$ cat src/rtl/gs_pkg.sv
// Shared types and constants for the greedy nearest-neighbour search controller.
package gs_pkg;

  typedef enum logic [2:0] {
    IDLE,
    SEED,
    REQ,
    STREAM,
    DRAIN,
    DECIDE,
    DONE
  } state_t;

  localparam logic [31:0] DIST_MAX = 32'hFFFF_FFFF;

  localparam int VID_BITS_DEFAULT = 16;
  typedef logic [VID_BITS_DEFAULT-1:0] vid_t;

endpackage

$ cat src/rtl/sync_fifo.sv
// Small synchronous FIFO with combinational head read; a simultaneous pop frees
// the slot the push needs, so push while full is accepted when it is paired with a pop.
module sync_fifo #(
  parameter int WIDTH = 16,
  parameter int DEPTH = 8
) (
  input  logic                     clk,
  input  logic                     srst,
  input  logic                     push,
  input  logic [WIDTH-1:0]         din,
  input  logic                     pop,
  output logic [WIDTH-1:0]         dout,
  output logic                     empty,
  output logic [$clog2(DEPTH):0]   count
);

  localparam int AW = (DEPTH > 1) ? $clog2(DEPTH) : 1;
  localparam int CW = $clog2(DEPTH) + 1;

  logic [WIDTH-1:0] mem_reg [DEPTH];
  logic [AW-1:0]    wr_ptr_reg;
  logic [AW-1:0]    rd_ptr_reg;
  logic [CW-1:0]    count_reg;
  logic             pop_eff;
  logic             push_eff;

  assign empty    = (count_reg == '0);
  assign pop_eff  = pop && !empty;
  assign push_eff = push && ((count_reg != CW'(DEPTH)) || pop_eff);
  assign dout     = mem_reg[rd_ptr_reg];
  assign count    = count_reg;

  always_ff @(posedge clk) begin
    if (push_eff) begin
      mem_reg[wr_ptr_reg] <= din;
    end
  end

  always_ff @(posedge clk) begin
    if (srst) begin
      wr_ptr_reg <= '0;
      rd_ptr_reg <= '0;
      count_reg  <= '0;
    end else begin
      if (push_eff) begin
        wr_ptr_reg <= (wr_ptr_reg == AW'(DEPTH - 1)) ? '0 : wr_ptr_reg + AW'(1);
      end
      if (pop_eff) begin
        rd_ptr_reg <= (rd_ptr_reg == AW'(DEPTH - 1)) ? '0 : rd_ptr_reg + AW'(1);
      end
      case ({push_eff, pop_eff})
        2'b10:   count_reg <= count_reg + CW'(1);
        2'b01:   count_reg <= count_reg - CW'(1);
        default: count_reg <= count_reg;
      endcase
    end
  end

endmodule

$ cat src/rtl/greedy_search_ctrl.sv
// Walks the graph greedily from an entry vertex towards the query, one neighbour
// list per hop, until no neighbour is closer or the hop limit is reached.
module greedy_search_ctrl
  import gs_pkg::*;
#(
  parameter int DIM         = 4,
  parameter int VID_BITS    = 16,
  parameter int MAX_HOPS    = 64,
  parameter int OUTSTANDING = 8
) (
  input  logic                  clk_in,
  input  logic                  rst_in,
  input  logic                  start_in,
  input  logic [VID_BITS-1:0]   entry_vid_in,
  input  logic [DIM*32-1:0]     entry_pos_in,
  input  logic [DIM*32-1:0]     query_pos_in,
  output logic                  busy_out,
  output logic                  done_out,
  output logic [VID_BITS-1:0]   best_vid_out,
  output logic [31:0]           best_dist_out,
  output logic [7:0]            hops_out,
  output logic                  fetch_req_out,
  output logic [VID_BITS-1:0]   fetch_vid_out,
  input  logic                  fetch_ready_in,
  input  logic                  neigh_valid_in,
  input  logic [VID_BITS-1:0]   neigh_vid_in,
  input  logic [DIM*32-1:0]     neigh_pos_in,
  input  logic                  neigh_nil_in,
  input  logic                  neigh_last_in,
  output logic                  neigh_ready_out,
  output logic                  dist_valid_out,
  output logic [DIM*32-1:0]     dist_vertex_out,
  output logic [DIM*32-1:0]     dist_query_out,
  input  logic                  dist_valid_in,
  input  logic [31:0]           dist_in
);

  localparam int CNT_W = $clog2(OUTSTANDING) + 1;
  localparam logic [8:0] HOP_LIMIT = 9'(MAX_HOPS);

  state_t                state_reg, state_next;
  logic [DIM*32-1:0]     query_reg;
  logic [DIM*32-1:0]     entry_pos_reg;
  logic [VID_BITS-1:0]   cur_reg;
  logic [VID_BITS-1:0]   best_vid_reg;
  logic [31:0]           best_dist_reg;
  logic [7:0]            hops_reg;
  logic                  improved_reg;
  logic                  seed_pending_reg;

  logic                  tag_push;
  logic [VID_BITS-1:0]   tag_din;
  logic [VID_BITS-1:0]   tag_dout;
  logic                  tag_empty;
  logic [CNT_W-1:0]      tag_count;
  logic                  result_take;
  logic [8:0]            hops_inc;
  logic                  hop_room;

  // Result tags queue in issue order; the distance unit answers in the same order.
  sync_fifo #(
    .WIDTH (VID_BITS),
    .DEPTH (OUTSTANDING)
  ) u_tag_fifo (
    .clk   (clk_in),
    .srst  (rst_in),
    .push  (tag_push),
    .din   (tag_din),
    .pop   (dist_valid_in),
    .dout  (tag_dout),
    .empty (tag_empty),
    .count (tag_count)
  );

  assign result_take   = dist_valid_in && !tag_empty;
  assign hops_inc      = {1'b0, hops_reg} + 9'd1;
  assign hop_room      = (hops_inc < HOP_LIMIT);

  assign busy_out      = (state_reg != IDLE);
  assign best_vid_out  = best_vid_reg;
  assign best_dist_out = best_dist_reg;
  assign hops_out      = hops_reg;
  assign dist_query_out = query_reg;

  always_comb begin
    state_next      = state_reg;
    done_out        = 1'b0;
    fetch_req_out   = 1'b0;
    fetch_vid_out   = '0;
    neigh_ready_out = 1'b0;
    dist_valid_out  = 1'b0;
    dist_vertex_out = '0;
    tag_push        = 1'b0;
    tag_din         = '0;
    case (state_reg)
      IDLE: begin
        if (start_in) state_next = SEED;
      end
      SEED: begin
        dist_valid_out  = 1'b1;
        dist_vertex_out = entry_pos_reg;
        tag_push        = 1'b1;
        tag_din         = cur_reg;
        state_next      = REQ;
      end
      REQ: begin
        fetch_req_out = 1'b1;
        fetch_vid_out = cur_reg;
        if (fetch_ready_in) state_next = STREAM;
      end
      STREAM: begin
        neigh_ready_out = (tag_count < CNT_W'(OUTSTANDING));
        if (neigh_valid_in && neigh_ready_out) begin
          if (!neigh_nil_in) begin
            dist_valid_out  = 1'b1;
            dist_vertex_out = neigh_pos_in;
            tag_push        = 1'b1;
            tag_din         = neigh_vid_in;
          end
          if (neigh_last_in) state_next = DRAIN;
        end
      end
      DRAIN: begin
        if (tag_count == '0) state_next = DECIDE;
      end
      DECIDE: begin
        state_next = (improved_reg && hop_room) ? REQ : DONE;
      end
      DONE: begin
        done_out   = 1'b1;
        state_next = IDLE;
      end
      default: state_next = IDLE;
    endcase
  end

  always_ff @(posedge clk_in) begin
    if (rst_in) begin
      state_reg        <= IDLE;
      query_reg        <= '0;
      entry_pos_reg    <= '0;
      cur_reg          <= '0;
      best_vid_reg     <= '0;
      best_dist_reg    <= '0;
      hops_reg         <= '0;
      improved_reg     <= 1'b0;
      seed_pending_reg <= 1'b0;
    end else begin
      state_reg <= state_next;
      case (state_reg)
        IDLE: begin
          if (start_in) begin
            query_reg     <= query_pos_in;
            entry_pos_reg <= entry_pos_in;
            cur_reg       <= entry_vid_in;
            best_vid_reg  <= entry_vid_in;
            best_dist_reg <= DIST_MAX;
            hops_reg      <= '0;
            improved_reg  <= 1'b0;
          end
        end
        SEED: seed_pending_reg <= 1'b1;
        REQ: begin
          if (fetch_ready_in) improved_reg <= 1'b0;
        end
        DECIDE: begin
          if (improved_reg) begin
            if (hops_inc <= HOP_LIMIT) hops_reg <= hops_inc[7:0];
            if (hop_room) cur_reg <= best_vid_reg;
          end
        end
        default: ;
      endcase
      // The first result after SEED is the entry's own distance: it sets the
      // baseline but must not count as a move-worthy improvement.
      if (result_take) begin
        seed_pending_reg <= 1'b0;
        if (dist_in < best_dist_reg) begin
          best_dist_reg <= dist_in;
          best_vid_reg  <= tag_dout;
          if (!seed_pending_reg) improved_reg <= 1'b1;
        end
      end
    end
  end

endmodule
$ cat config.mk
export PLATFORM = sky130hd
export DESIGN_NAME = greedy_search_ctrl
export DESIGN_NICKNAME = d
export VERILOG_FILES = /design/src/rtl/gs_pkg.sv /design/src/rtl/sync_fifo.sv /design/src/rtl/greedy_search_ctrl.sv
export SDC_FILE = /design/constraint.sdc
export NUM_CORES = 1
export LEC_CHECK = 0
export ABC_CLOCK_PERIOD_IN_PS = 6200
export CAP_MARGIN = 40
export CORE_AREA = 5 5 308 310
export CTS_BUF_LIST = sky130_fd_sc_hd__clkbuf_4 sky130_fd_sc_hd__clkbuf_8 sky130_fd_sc_hd__clkbuf_16
export DETAILED_ROUTE_END_ITERATION = 10
export DIE_AREA = 0 0 313 315
export REMOVE_ABC_BUFFERS = 1
export SETUP_SLACK_MARGIN = 0.1
export SLEW_MARGIN = 20
export SYNTH_ARGS = -nofsm -noshare
export SYNTH_HDL_FRONTEND = slang
export SYNTH_SLANG_ARGS = --single-unit
$ cat constraint.sdc
create_clock -name clk_in -period 6.2 [get_ports clk_in]
set_clock_uncertainty 0.1 [all_clocks]
set_input_delay 0.62 -clock clk_in [delete_from_list [all_inputs] [get_ports clk_in]]
set_output_delay 0.62 -clock clk_in [all_outputs]
set_load 0.05 [all_outputs]
==> run metrics, run 1 <==
hold_buf cts=0; # resized after CTS=0; Max Root-Sink Buffers=3; drt drc=0; synth top area cells=dfxtp_1, edfxtp_1, nand2_1; routed vias=18,100; Slew Limit Fails=0; global-route wire length before repair=117,000 um; worst-path cell chain=clkdlybuf4s50_1, or3b_2, nor2_4, buf_4, a22o_1, clkdlybuf4s50_1; initial antenna violation count=16; Fillers=9,350; largest net degree at the start of global routing=191; routed wire length=81,100 um; VDD IR max=0.263 mV; Post-synth EDFFs=128; die height=315 um; CTS sink cnt=474; Reg2Reg Setup Slack=2.72 ns; crit path capture type=output port; DRT antenna net count=0; final net count=3,253; count leader, synth=nand2_1; die area=98,600 um^2; via density per instance=4.52; RSZ-0062 raised after global routing=false; Lkg Pwr=11.1 nW; Post-synth top flop=dfxtp_1; CP Data Arrival Time=3.73 ns; Crit path required time=5.48 ns; row count=111; maxcap violations=0; setup_tns=0 ns; Tot GR Track Use=15.3%; pwr dens=332 nW/um^2; placer congestion estimate=0.881; cell count after synthesis=2,046; outcome=finished, final reports clean; Iter 0 DRT Violations=1,201; Critical Path Max Stage Delay=0.89 ns; cts bufs inserted=54; relative slew slack=19.2%; Worst-Margin Slew=1.21 ns; min Tclk post-route=4.45 ns; final non-filler cell total=3,999; fmax=225 MHz; Wirelength per Cell=20.3 um; placed insts=3,886; slowest cell on the critical path=clkdlybuf4s50_1; first-pass iteration count of the detailed router=5; vias in the first global route=17,500; Finish-stage setup viols=0; Detailed Place HPWL=58,800 um; final instance area=31,000 um^2; Synth-to-Final Area Change=56.8%; gr ovfl total=0; layout cells sized above 1=6.82%; starting density of the core=21.6%; core area=91,400 um^2; register area share after synthesis=54.5%; Post-synth ARST share=0%; Setup Buffers After CTS=0; root buf cell=clkbuf_16; Final period util=71.7%; Setup CP Type=in -> out; share of the synthesized area in the top cell type=35.0%; Post-synth top cells=nand2_1, dfxtp_1, a21oi_1, clkbuf_1, a22o_1; Worst-Skew Late Latency=0.62 ns; Clock transition at path regs=0.06 ns; Setup crit start kind=input pin; die width=313 um; IO buf count=788; # IOs=789; Synth cell types=57; post-synthesis register bit count=474; dpl cell area=29,000 um^2; Final Hold Viols=0; synthesized cell area=19,800 um^2; crit-path max FO=63; Hold Crit Class=reg -> reg; CP dominant cell by count=clkdlybuf4s50_1; dominant cell type by area after synthesis=dfxtp_1; CTS tree=done; # H-tree levels=2; synth warn=0; Avg Cell Area, Syn=9.66 um^2
==> final cells by class <==
class,count,area [um^2],share of cell area (%)
clock buffer,79,1670,5.38
sequential,474,10800,34.8
tap,1186,1480,4.79
clock inverter,22,325,1.05
multi-input combinational,1367,8310,26.8
inverter,37,139,0.448
timing repair buffer,823,8270,26.7
antenna,11,27.5,0.0888
==> critical path, delay by kind of cell <==
family	cells	cell delay, ns
and+or+nand+nor	2	0.64
buffers and inverters	3	1.91
AOI/OAI and AO/OA	1	0.40
==> report_power, final <==
part	internal (mW)	switching, mW	leakage, nW	total (mW)
clock	2.09	1.39	0.979	3.48
sequential	3.50	0.205	4.03	3.70
combinational	1.18	1.91	6.07	3.09
==> worst paths after layout <==
path	start	to	cells after the start
min	dist_query_out[44]	dist_query_out[44]	2
min reg2reg	dist_query_out[44]	dist_query_out[44]	2
max reg2reg	best_dist_out[30]	best_dist_out[15]	9
max	neigh_valid_in	dist_vertex_out[48]	6
==> through the flow <==
stage	utilization (%)	hold WS (ns)	setup slack (ns)	power, mW
after global routing	33.9	0.367	1.50	10.8
after global placement	31.6	0.342	1.37	6.86
after detailed placement	31.7	0.345	1.73	6.88
final	33.9	0.352	1.75	10.3
after floorplan	-	0.331	-0.886	5.62
after CTS	33.9	0.353	1.70	10.4
==> placed cells by master (no fill, tap or decap), drive strengths merged, types with 13 or more instances in the layout <==
| master | netlist | routed |
|---|---|---|
| a211oi | 37 | 37 |
| buf | 17 | 36 |
| mux4 | 32 | 32 |
| nand2 | 537 | 537 |
| a311oi | 32 | 32 |
| nor2b | 20 | 20 |
| a21oi | 286 | 286 |
| a22o | 144 | 144 |
| ha | 39 | 39 |
| clkdlybuf4s50 | 0 | 787 |
| edfxtp | 128 | 128 |
| a221oi | 16 | 16 |
| nor2 | 42 | 42 |
| inv | 37 | 39 |
| nor3 | 44 | 44 |
| mux2i | 36 | 36 |
| dfxtp | 346 | 346 |
| and2 | 18 | 18 |
| o21ai | 13 | 13 |
| clkbuf | 151 | 79 |
==> logic make-up after synthesis <==
kind of cell               Yosys count  synth area share [%]
AOI/OAI and AO/OA                  544                  18.2
buffers and inverters              205                  4.00
adders and majority gates           40                  2.57
DFF                                474                  54.5
xor gates and xnor gates             4                 0.177
muxes                               69                  5.53
and+or+nand+nor                    710                  15.0
==> metal layers <==
layer	vias to the layer above	wire [um]	global-route usage, %	part of all wire, %
li1	8715	-	-	-
met1	8664	34700	19.5	43
met2	573	39000	25.6	48
met3	111	5460	4.04	6.7
met4	6	1970	4.67	2.4
met5	-	38	0	0.047
No activity file was read; power rests on OpenSTA's default activity.
==> run 2: changes to the inputs <==
--- a/config.mk
+++ b/config.mk
@@ -5,12 +5,12 @@
 export SDC_FILE = /design/constraint.sdc
 export NUM_CORES = 1
 export LEC_CHECK = 0
-export ABC_CLOCK_PERIOD_IN_PS = 6200
+export ABC_CLOCK_PERIOD_IN_PS = 4300
 export CAP_MARGIN = 40
-export CORE_AREA = 5 5 308 310
+export CORE_AREA = 5 5 300 302
 export CTS_BUF_LIST = sky130_fd_sc_hd__clkbuf_4 sky130_fd_sc_hd__clkbuf_8 sky130_fd_sc_hd__clkbuf_16
 export DETAILED_ROUTE_END_ITERATION = 10
-export DIE_AREA = 0 0 313 315
+export DIE_AREA = 0 0 305 307
 export REMOVE_ABC_BUFFERS = 1
 export SETUP_SLACK_MARGIN = 0.1
 export SLEW_MARGIN = 20
==> constraint.sdc (replaced) <==
create_clock -name clk_in -period 4.3 [get_ports clk_in]
set_clock_uncertainty 0.1 [all_clocks]
set_input_delay 0.43 -clock clk_in [delete_from_list [all_inputs] [get_ports clk_in]]
set_output_delay 0.43 -clock clk_in [all_outputs]
set_load 0.05 [all_outputs]
==> run 2 against run 1 <==
  * Sequential share of layout area hardly changed
  * Global-route usage is 1.6 points higher
  * Register-to-register slack worse by 1.8 ns
  * Largest cell class unchanged
  * Core utilization is 1.5 points higher
  * Clock-buffer cell count is 3 higher
  * Highest routed layer unchanged
==> run metrics, run 2 (synthesized netlist as in run 1, its figures left out) <==
outcome=finished, final reports clean (unchanged); pwr dens=470 nW/um^2 (was 332 nW/um^2); Final Hold Viols=0 (unchanged); most frequent cells in the layout=clkdlybuf4s50_1, nand2_1, dfxtp_1 (unchanged); Tot GR Track Use=17.0% (was 15.3%); R2R Path End=best_dist_out[22] (was best_dist_out[15]); placed insts=3,873 (was 3,886); Clock transition at path regs=0.06 ns (about the same); Lkg Pwr=11.3 nW (was 11.1 nW); fmax=255 MHz; RSZ-0062 raised after global routing=false (unchanged); Setup CP Type=reg -> out (was in -> out); Setup crit start kind=register (was input pin); Slew Limit Fails=0 (unchanged); row count=109 (was 111); DRT antenna net count=0 (unchanged); relative slew slack=41.0% (was 19.2%); min Tclk post-route=3.93 ns; commonest non-fill, non-tap cell in the layout=clkdlybuf4s50_1 (unchanged); Crit path required time=3.77 ns (was 5.48 ns); layout cells sized above 1=9.58% (was 6.82%); root buf cell=clkbuf_16 (unchanged); Setup Buffers After CTS=0 (unchanged); gr ovfl total=0 (unchanged); starting density of the core=22.6% (was 21.6%); Iter 0 DRT Violations=1,310 (was 1,201); vias in the first global route=17,500 (about the same); drt drc=0 (unchanged); met2 usage=28.2% (was 25.6%); final non-filler cell total=3,995 (was 3,999); crit path capture type=output port (unchanged); Final period util=91.3%; Hold Crit Class=in -> reg (was reg -> reg); # H-tree levels=2 (unchanged); M3 GR Usage=5.52% (was 4.04%); hold_buf cts=0 (unchanged); routed wire length=84,600 um (was 81,100 um); routed vias=18,200 (was 18,100); placer congestion estimate=0.903 (was 0.881); initial antenna violation count=28 (was 16); R2R Path Start=best_dist_out[27] (was best_dist_out[30]); die area=93,600 um^2 (was 98,600 um^2); cts bufs inserted=55 (was 54); largest net degree at the start of global routing=111 (was 191); overall power consumption=14.6 mW (was 10.3 mW); Max Root-Sink Buffers=3 (unchanged); die height=307 um (was 315 um); Worst-Margin Slew=0.883 ns (was 1.21 ns); global-route wire length before repair=121,000 um (was 117,000 um); # resized after CTS=0 (unchanged); depth of the worst register-to-register path=9 (unchanged); first-pass iteration count of the detailed router=6 (was 5); Synth-to-Final Area Change=56.8% (about the same); busiest grt layer=met2 (unchanged); Detailed Place HPWL=62,900 um (was 58,800 um); met1 Use GR=20.9% (was 19.5%); core area=87,400 um^2 (was 91,400 um^2); CTS tree=done (unchanged); Reg2Reg Setup Slack=0.92 ns (was 2.72 ns); maxcap violations=0 (unchanged); Wirelength per Cell=21.2 um (was 20.3 um); min-delay src=rst_in (was dist_query_out[44]); via density per instance=4.54 (was 4.52); IO buf count=788 (unchanged); CP Data Arrival Time=3.40 ns (was 3.73 ns); crit-path max FO=34 (was 63); hold endpoint=u_tag_fifo.wr_ptr_reg[1] (was dist_query_out[44]); Worst-Skew Late Latency=0.63 ns (was 0.62 ns); VDD IR max=0.257 mV (was 0.263 mV); CTS sink cnt=474 (unchanged); hold path cells=2 (unchanged); # IOs=789 (unchanged); die width=305 um (was 313 um); Finish-stage setup viols=0 (unchanged); final net count=3,262 (was 3,253)
-- run 2: critical path, stage by stage (launching register included) --
cell and delay [ns]:
dfxtp_1 0.63, nor2b_1 0.28, nand2_1 0.12, nor2_4 0.43, buf_12 0.26, a22o_1 0.18
clkdlybuf4s50_1 0.82
-- run 2: worst max-delay path by stage --
| stage | from | to | cells past startpoint | slack, ns |
|---|---|---|---|---|
| finish | state_reg[1] | dist_vertex_out[64] | 6 | 0.37 |
| global route | state_reg[1] | dist_vertex_out[64] | 6 | 0.20 |
| CTS | state_reg[1] | fetch_vid_out[7] | 5 | 0.31 |
| detailed placement | dist_in[27] | best_dist_out[22] | 9 | 0.42 |
| global placement | dist_in[27] | best_dist_out[3] | 9 | 0.47 |
| floorplan | neigh_nil_in | dist_vertex_out[0] | 3 | -2.41 |
-- run 2: cell type report --
class                           instances  area (um^2)
Fill cell                            8842        56400
Sequential cell                       474        10800
Timing Repair Buffer                  831         8420
Multi-Input combinational cell       1367         8290
Clock buffer                           82         1660
Tap cell                             1165         1460
Clock inverter                         18          196
Inverter                               37          139
Antenna cell                           21         52.6
-- run 2: through the flow --
| step | area [um^2] | TNS, ns | hold WS, ns | util (%) | setup WS (ns) |
|---|---|---|---|---|---|
| floorplan | 19100 | -1080.27 | 0.331 | - | -2.41 |
| global placement | 29000 | 0 | 0.342 | 33.2 | 0.470 |
| detailed placement | 29100 | 0 | 0.346 | 33.2 | 0.415 |
| CTS | 30900 | 0 | 0.190 | 35.4 | 0.305 |
| global route | 31000 | 0 | 0.206 | 35.4 | 0.204 |
| finish | 31000 | 0 | 0.238 | 35.5 | 0.374 |
-- run 2: metal layers --
metal	up-vias	routed length, um
met2	564	41200
met3	125	7080
li1	8749	-
met5	-	50
met4	8	2310
met1	8706	34000
-- run 2: report_power, final --
part           leakage (nW)  internal [mW]  switching, mW
Clock                 0.926           2.75           1.97
Combinational          6.32           1.72           2.75
Sequential             4.03           5.05          0.320
==> run 3: changes to the inputs <==
--- a/config.mk
+++ b/config.mk
@@ -17,3 +17,4 @@
 export SYNTH_ARGS = -nofsm -noshare
 export SYNTH_HDL_FRONTEND = slang
 export SYNTH_SLANG_ARGS = --single-unit
+export TNS_END_PERCENT = 20
==> results of run 3 <==
No change in the layout: final DEF, timing and power equal those of run 2.
